`config.mk`:
```
export PLATFORM = sky130hd
export DESIGN_NAME = serial_subtractor_ctrl
export DESIGN_NICKNAME = d
export VERILOG_FILES = /design/src/rtl/serial_subtractor_ctrl.sv
export SDC_FILE = /design/constraint.sdc
export NUM_CORES = 1
export LEC_CHECK = 0
export CAP_MARGIN = 20
export CORE_ASPECT_RATIO = 1.5
export CORE_MARGIN = 8
export CORE_UTILIZATION = 52
export CTS_CLUSTER_DIAMETER = 120
export DETAILED_ROUTE_END_ITERATION = 8
export PLACE_DENSITY = 0.85
export SKIP_CTS_REPAIR_TIMING = 1
export SLEW_MARGIN = 5
export SYNTH_ARGS = -nofsm -noshare
export SYNTH_HDL_FRONTEND = slang
export SYNTH_HIERARCHICAL = 1
export SYNTH_SLANG_ARGS = --single-unit
```
`constraint.sdc`:
```
create_clock -name clk -period 1.9 [get_ports clk]
set_clock_uncertainty 0.1 [all_clocks]
set_input_delay 0.285 -clock clk [delete_from_list [all_inputs] [get_ports clk]]
set_output_delay 0.285 -clock clk [all_outputs]
set_load 0.03 [all_outputs]
```
`src/rtl/serial_subtractor_ctrl.sv`:
```
// serial_subtractor_ctrl
// Bit-serial subtractor. One full_subtractor cell is time-shared across the
// operand bits, LSB first, with the borrow carried in a register between bits.
// Optional feature macro: SUB_BORROW_IN_EN adds the 'bin' initial-borrow port.
// Without the macro the initial borrow is constant 0.
`timescale 1ns/1ps

module full_subtractor (
   input  logic a,
   input  logic b,
   input  logic bin,
   output logic dout,
   output logic bout
);
   assign dout = a ^ b ^ bin;
   assign bout = (~a & b) | (~(a ^ b) & bin);
endmodule

module serial_subtractor_ctrl #(
   parameter int WIDTH = 8
) (
   input  logic             clk,
   input  logic             rst_n,
   input  logic             start,
   input  logic [WIDTH-1:0] a,
   input  logic [WIDTH-1:0] b,
`ifdef SUB_BORROW_IN_EN
   input  logic             bin,
`endif
   output logic             busy,
   output logic             done,
   output logic [WIDTH-1:0] diff,
   output logic             borrow_out
);

   localparam int CW = (WIDTH > 1) ? $clog2(WIDTH) : 1;
   localparam logic [CW-1:0] LAST_BIT = CW'(WIDTH - 1);

   typedef enum logic [1:0] {
      ST_IDLE = 2'd0,
      ST_RUN  = 2'd1,
      ST_DONE = 2'd2
   } state_t;

   state_t           state_r;
   state_t           state_s;
   logic [WIDTH-1:0] opa_r;
   logic [WIDTH-1:0] opa_s;
   logic [WIDTH-1:0] opb_r;
   logic [WIDTH-1:0] opb_s;
   logic [WIDTH-1:0] res_r;
   logic [WIDTH-1:0] res_s;
   logic             brw_r;
   logic             brw_s;
   logic [CW-1:0]    cnt_r;
   logic [CW-1:0]    cnt_s;
   logic             load_result_s;
   logic             init_borrow_s;
   logic             cell_dout_s;
   logic             cell_bout_s;

`ifdef SUB_BORROW_IN_EN
   assign init_borrow_s = bin;
`else
   assign init_borrow_s = 1'b0;
`endif

   // The single shared one-bit datapath cell
   full_subtractor u_cell (
      .a    (opa_r[0]),
      .b    (opb_r[0]),
      .bin  (brw_r),
      .dout (cell_dout_s),
      .bout (cell_bout_s)
   );

   // State and datapath registers
   always_ff @(posedge clk or negedge rst_n) begin
      if (!rst_n) begin
         state_r <= ST_IDLE;
         opa_r   <= '0;
         opb_r   <= '0;
         res_r   <= '0;
         brw_r   <= 1'b0;
         cnt_r   <= '0;
      end else begin
         state_r <= state_s;
         opa_r   <= opa_s;
         opb_r   <= opb_s;
         res_r   <= res_s;
         brw_r   <= brw_s;
         cnt_r   <= cnt_s;
      end
   end

   // Next-state and per-bit sequencing
   always_comb begin
      state_s       = state_r;
      opa_s         = opa_r;
      opb_s         = opb_r;
      res_s         = res_r;
      brw_s         = brw_r;
      cnt_s         = cnt_r;
      load_result_s = 1'b0;
      case (state_r)
         ST_IDLE: begin
            if (start) begin
               state_s = ST_RUN;
               opa_s   = a;
               opb_s   = b;
               brw_s   = init_borrow_s;
               cnt_s   = '0;
            end else begin
               state_s = ST_IDLE;
            end
         end
         ST_RUN: begin
            // Consume bit 0, build the result from the top down so the
            // first (LSB) result bit lands at bit 0 after WIDTH shifts.
            opa_s = {1'b0, opa_r[WIDTH-1:1]};
            opb_s = {1'b0, opb_r[WIDTH-1:1]};
            res_s = {cell_dout_s, res_r[WIDTH-1:1]};
            brw_s = cell_bout_s;
            if (cnt_r == LAST_BIT) begin
               state_s       = ST_DONE;
               load_result_s = 1'b1;
            end else begin
               state_s = ST_RUN;
               cnt_s   = cnt_r + CW'(1);
            end
         end
         ST_DONE: begin
            state_s = ST_IDLE;
         end
         default: begin
            state_s = ST_IDLE;
         end
      endcase
   end

   // Registered status and result outputs
   always_ff @(posedge clk or negedge rst_n) begin
      if (!rst_n) begin
         busy       <= 1'b0;
         done       <= 1'b0;
         diff       <= '0;
         borrow_out <= 1'b0;
      end else begin
         busy <= (state_s != ST_IDLE);
         done <= (state_s == ST_DONE);
         if (load_result_s) begin
            diff       <= res_s;
            borrow_out <= cell_bout_s;
         end else begin
            diff       <= diff;
            borrow_out <= borrow_out;
         end
      end
   end

endmodule

```
=== Yosys cells after proc, flatten, opt, wreduce, memory -nomap -nowiden ===
Cells that the tools add are included.

* Register bits: 41
* Bits of input ports: 19
* Output and inout bits: 11
* Word-level logic and storage cells: 43

* Mux-type cells: 15
* Bitwise operators: 7
* Reduce and logical (&&, ||, !) cells: 5
* Equality and inequality tests: 5
* Add/subtract/negate cells: 1

{| class="wikitable"
|+ Operator list
! operator !! number
|-
| case mux 8 bit (2 select lines) || 2
|-
| 2-to-1 mux 8 bit || 3
|-
| 2-to-1 mux 3 bit || 2
|-
| case mux 3 bit (2 select lines) || 1
|-
| 2-to-1 mux 1 bit || 4
|-
| inequality test 2 bit (second input constant) || 2
|-
| case mux 2 bit (2 select lines) || 1
|-
| nonzero test 2 bit || 2
|-
| adder 3 x 1 -> 3 bit (second input constant) || 1
|-
| == test 3 bit (second input constant) || 1
|-
| AND reduction 3 bit || 1
|-
| bitwise AND 1 bit || 2
|-
| == test 2 x 1 -> 1 bit (second input constant) || 1
|-
| == test 2 bit (second input constant) || 1
|-
| logical NOT 2 bit || 1
|-
| 2-to-1 mux 2 bit || 1
|-
| inverter 1 bit || 2
|-
| case mux 1 bit (2 select lines) || 1
|-
| AND reduction 2 bit || 1
|-
| bitwise XOR 1 bit || 2
|-
| bitwise OR 1 bit || 1
|}

=== Longest topological paths before layout ===
* Word-level depth: 5
* Depth in mapped cells: 5
* Gate-level depth less buffers: 5

=== Hierarchy ===
Netlist, hierarchy kept.

{| class="wikitable"
|+ By module, submodules not included
! module !! cells each !! area each (µm²) !! instances !! seq. area each (µm²)
|-
| serial_subtractor_ctrl || 129 || 1801.7 || 1 || 1001.0
|-
| full_subtractor || 4 || 31.3 || 1 || 0.0
|}

=== Worst setup path after synthesis ===
Ideal clock, no wire load.

* Path type: register to register
* Start: register cnt_r[0]
* End: register borrow_out
* Data arrival time: 1.445 ns
* Setup slack: 0.230 ns
* Data required time: 1.675 ns
* Period minus slack after synthesis: 1.670 ns
* Cell stages (with the launch flop): 6
* Path buffers: 1
* Setup time: 0.125 ns
* Path through: dfrtp_1 > ha_1 > ha_1 > nand3b_1 > buf_2 > mux2_2

* Longest elaborated chain between the ends: 3

{| class="wikitable"
|+ RTL lines
! what !! line !! text
|-
| start, declared || 55 || <nowiki>logic [CW-1:0] cnt_r;</nowiki>
|-
| start signal, assigned || 92 || <nowiki>cnt_r <= cnt_s;</nowiki>
|-
| == test 3 bit || 124 || <nowiki>if (cnt_r == LAST_BIT) begin</nowiki>
|-
| 2-to-1 mux 1 bit || 124 ||
|-
| 2-to-1 mux 1 bit || 105 || <nowiki>case (state_r)</nowiki>
|-
| end signal, assigned || 153 || <nowiki>borrow_out <= cell_bout_s;</nowiki>
|-
| end signal, assigned || 156 || <nowiki>borrow_out <= borrow_out;</nowiki>
|-
| end, declared || 33 || <nowiki>output logic borrow_out</nowiki>
|}

Every way passes these cells.
A chain may end at the register's enable or synchronous reset.

=== Worst setup path in the final report ===
* Start: register diff[0]
* End: output diff[0]

{| class="wikitable"
|+ RTL lines
! what !! line !! text
|-
| start, declared || 32 || <nowiki>output logic [WIDTH-1:0] diff,</nowiki>
|-
| start signal, assigned || 152 || <nowiki>diff <= res_s;</nowiki>
|-
| start signal, assigned || 155 || <nowiki>diff <= diff;</nowiki>
|}

No word-level cell between the ends.

==> impl_metrics.ini <==
[power]
power_density_mw_per_mm2 = 1670
p_leak_nw = 1.02
clkPwrFrac_pct = 20.7
switching_share_pct = 32.1
comb_power_share_pct = 39.1
intPower_mw = 2.61
power_switching_mw = 1.24
ir_drop_v = 0.00117
p_seq_share_pct = 40.2

[clock_tree]
path_clk_slew_ns = 0.07
clockBufferDepth = 2
clock_sinks = 40
cts_buffers = 5
insertion_delay_ns = 0.29
cts_tree = done
cts-root-buf = clkbuf_8
htreeDepth = 2

[logic_synthesis]
netlist_instances = 133
synth_fa_ha_area_share_pct = 2.46
synth_edf_count = 0
synthArstFlopShare_pct = 100
synth_top_family_by_area = simple AND/OR/NAND/NOR gates
mappedNetlistArea_mm2 = 0.00183
synth-compound-area-share_pct = 12.2
synth-simple-area-share_pct = 13.2
ys_ff_latch = 40
synth.distinct_cells = 26
synth_most_common_cell = dfrtp_1
synthTopCellsByCount = 40 x dfrtp_1, 14 x or4b_1, 12 x mux2_2
syn_area_per_cell_um2 = 13.8
synth_top_area_share_pct = 54.6
yosysSeqAreaShare_pct = 54.6
muxShareOfSynthArea_pct = 10.6
synth_area_leaders = dfrtp_1 55%, or4b_1 7.6%, mux2_2 7.4%, o221a_2 5.5%, mux2_4 3.3%
synth_xor_area_share_pct = 0
synth_top_area_cell = dfrtp_1
synth_nets = 155
synth_warnings = 6
synthFlopType = dfrtp_1

[place]
dp_hpwl_um = 2460
io_buffers = 29
routabilityCongestion = 0.745

[detailed_routing]
wl_um = 3410
vias = 1171
ant_nets = 0
viasPerCell = 5.60
first_iter_violations = 44
dr.pass1.iters = 4
drc = 0
detail_route.wl_per_cell_um = 16.3

[global_route]
antenna_found_initial = 0
grt_pass1_wl_um = 5860
grt-ovfl-total = 0
gr-usage-all-layers_pct = 12.8
grt_max_degree = 41
grt_pass1_vias = 1273

[layout]
area_growth_pct = 25.9
final_nets = 189
fillCellCount = 249
drive_gt1_share_pct = 27.5
antenna_cells = 0
final_util_pct = 68.2

[run_status]
status = completed

[floorplan]
die_w_um = 64.5
core_area_mm2 = 0.00338
dieHeight_um = 88.7
pin_count = 30
start_util_pct = 54.2
dieArea_mm2 = 0.00572
rows = 26

[critical_path]
rr_endpoint = cnt_r[2]
path_buf_inv = 1
reg2regPathDepth = 5
reg2reg_slack_ns = 0.22
crit_type = register to output port
path_cells = clkdlybuf4s50_1
critPathRequiredTime_ns = 1.51
endpoint_kind = output port
cp_data_arrival_time_ns = 1.31
r2r_start = cnt_r[0]
worst_path_max_delay_cell = clkdlybuf4s50_1
critPathTopFamily = buffers and inverters
critPathMaxStageDelay_ns = 0.67
start_kind = register
crit_fanout = 2

[sta]
worst_pin_slew_ns = 0.617
slew_headroom_pct = 58.9
rsz0062_at_grt = false
min_period_ns = 1.70
tns_ns = 0
hold_violations = 0
period_share_pct = 89.2
setup-violations-final = 0
report.final.slew_viol_count = 0
timing.fmax_mhz = 590

[flow_run]
cap_violations = 0

[hold_path]
min-delay-start = diff[2]
min_path_type = register to register
min_path_cells = 1
min_to = diff[2]
## final cells by class
type	instances	area [um^2]	share of cell area, %
well taps	42	52.6	2.28
clock buffers	5	68.8	2.98
flip-flops and latches	40	1000	43.4
multi-input cells	70	706	30.6
inverters	10	37.5	1.63
clock inverters	2	60.1	2.60
repair buffers	40	383	16.6
## worst max path at each step
stage                           from    endpoint  slack (ns)  cells after the start
after floorplan             cnt_r[0]  borrow_out        0.23                      5
after global placement         start    opa_r[4]        0.18                      4
after detailed placement       start    opa_r[3]        0.14                      4
after CTS                    diff[6]     diff[6]        0.18                      1
after global routing      state_r[0]     diff[1]        0.10                      3
final                        diff[0]     diff[0]        0.20                      1
## state kept, by name, indices dropped and copies added, names as in the netlist
signal	cells
diff	8
opa_r	8
opb_r	8
res_r	7
cnt_r	3
state_r	2
borrow_out	1
brw_r	1
busy	1
done	1
## layout by cell type (no fill, tap or decap), drive strengths merged
cell            n
clkdlybuf4s50  28
inv            10
a211o           2
nand3           3
dlygate4sd3     1
buf            11
or2             1
nand2           2
o221ai          3
o22ai           1
o221a          14
or4b           14
a21oi           1
clkbuf          5
dfrtp          40
bufinv          2
nand2b          3
or2b            1
nand3b          1
fa              1
mux2           16
and4bb          2
ha              2
nor3b           2
o21ba           1
## cells by family (layout without fill, tap and decap cells)
kind of cell             after synthesis  in the layout
AND/OR/NAND/NOR                       29             29
adder cells (fa/ha/maj)                3              3
flip-flops                            40             40
buffers and inverters                 23             57
AO/OA/AOI/OAI                         22             22
multiplexers                          16             16
## per-stage QoR
stage,hold WS (ns),setup slack [ns],cell area (um^2),std cells,total power [mW]
2_1_floorplan,-0.111,0.230,1830,133,2.61
3_3_place_gp,0.258,0.179,2170,201,2.97
3_5_place_dp,0.269,0.143,2170,201,3.08
4_1_cts,-0.0465,0.180,2300,208,3.89
5_1_grt,0.437,0.105,2310,209,4.09
6_report,0.414,0.204,2310,209,3.85
## power groups by stage
stage                     Combinational [mW]  Clock [mW]  Sequential [mW]
final                                   1.50       0.796             1.55
after global routing                    1.64       0.846             1.60
after CTS                               1.53       0.814             1.54
after detailed placement                1.53           0             1.55
after global placement                  1.45           0             1.52
after floorplan                        0.976           0             1.63
## per-layer routing
metal  vias up  GRT usage [%]  share of wire [%]
met1       575           14.2                 42
met4         0           3.39                1.1
li1        565              -                  -
met3         4           5.07                5.3
met5         -              0                  0
met2        27           22.3                 52
Note: power is estimated with default switching activity, not from simulation.
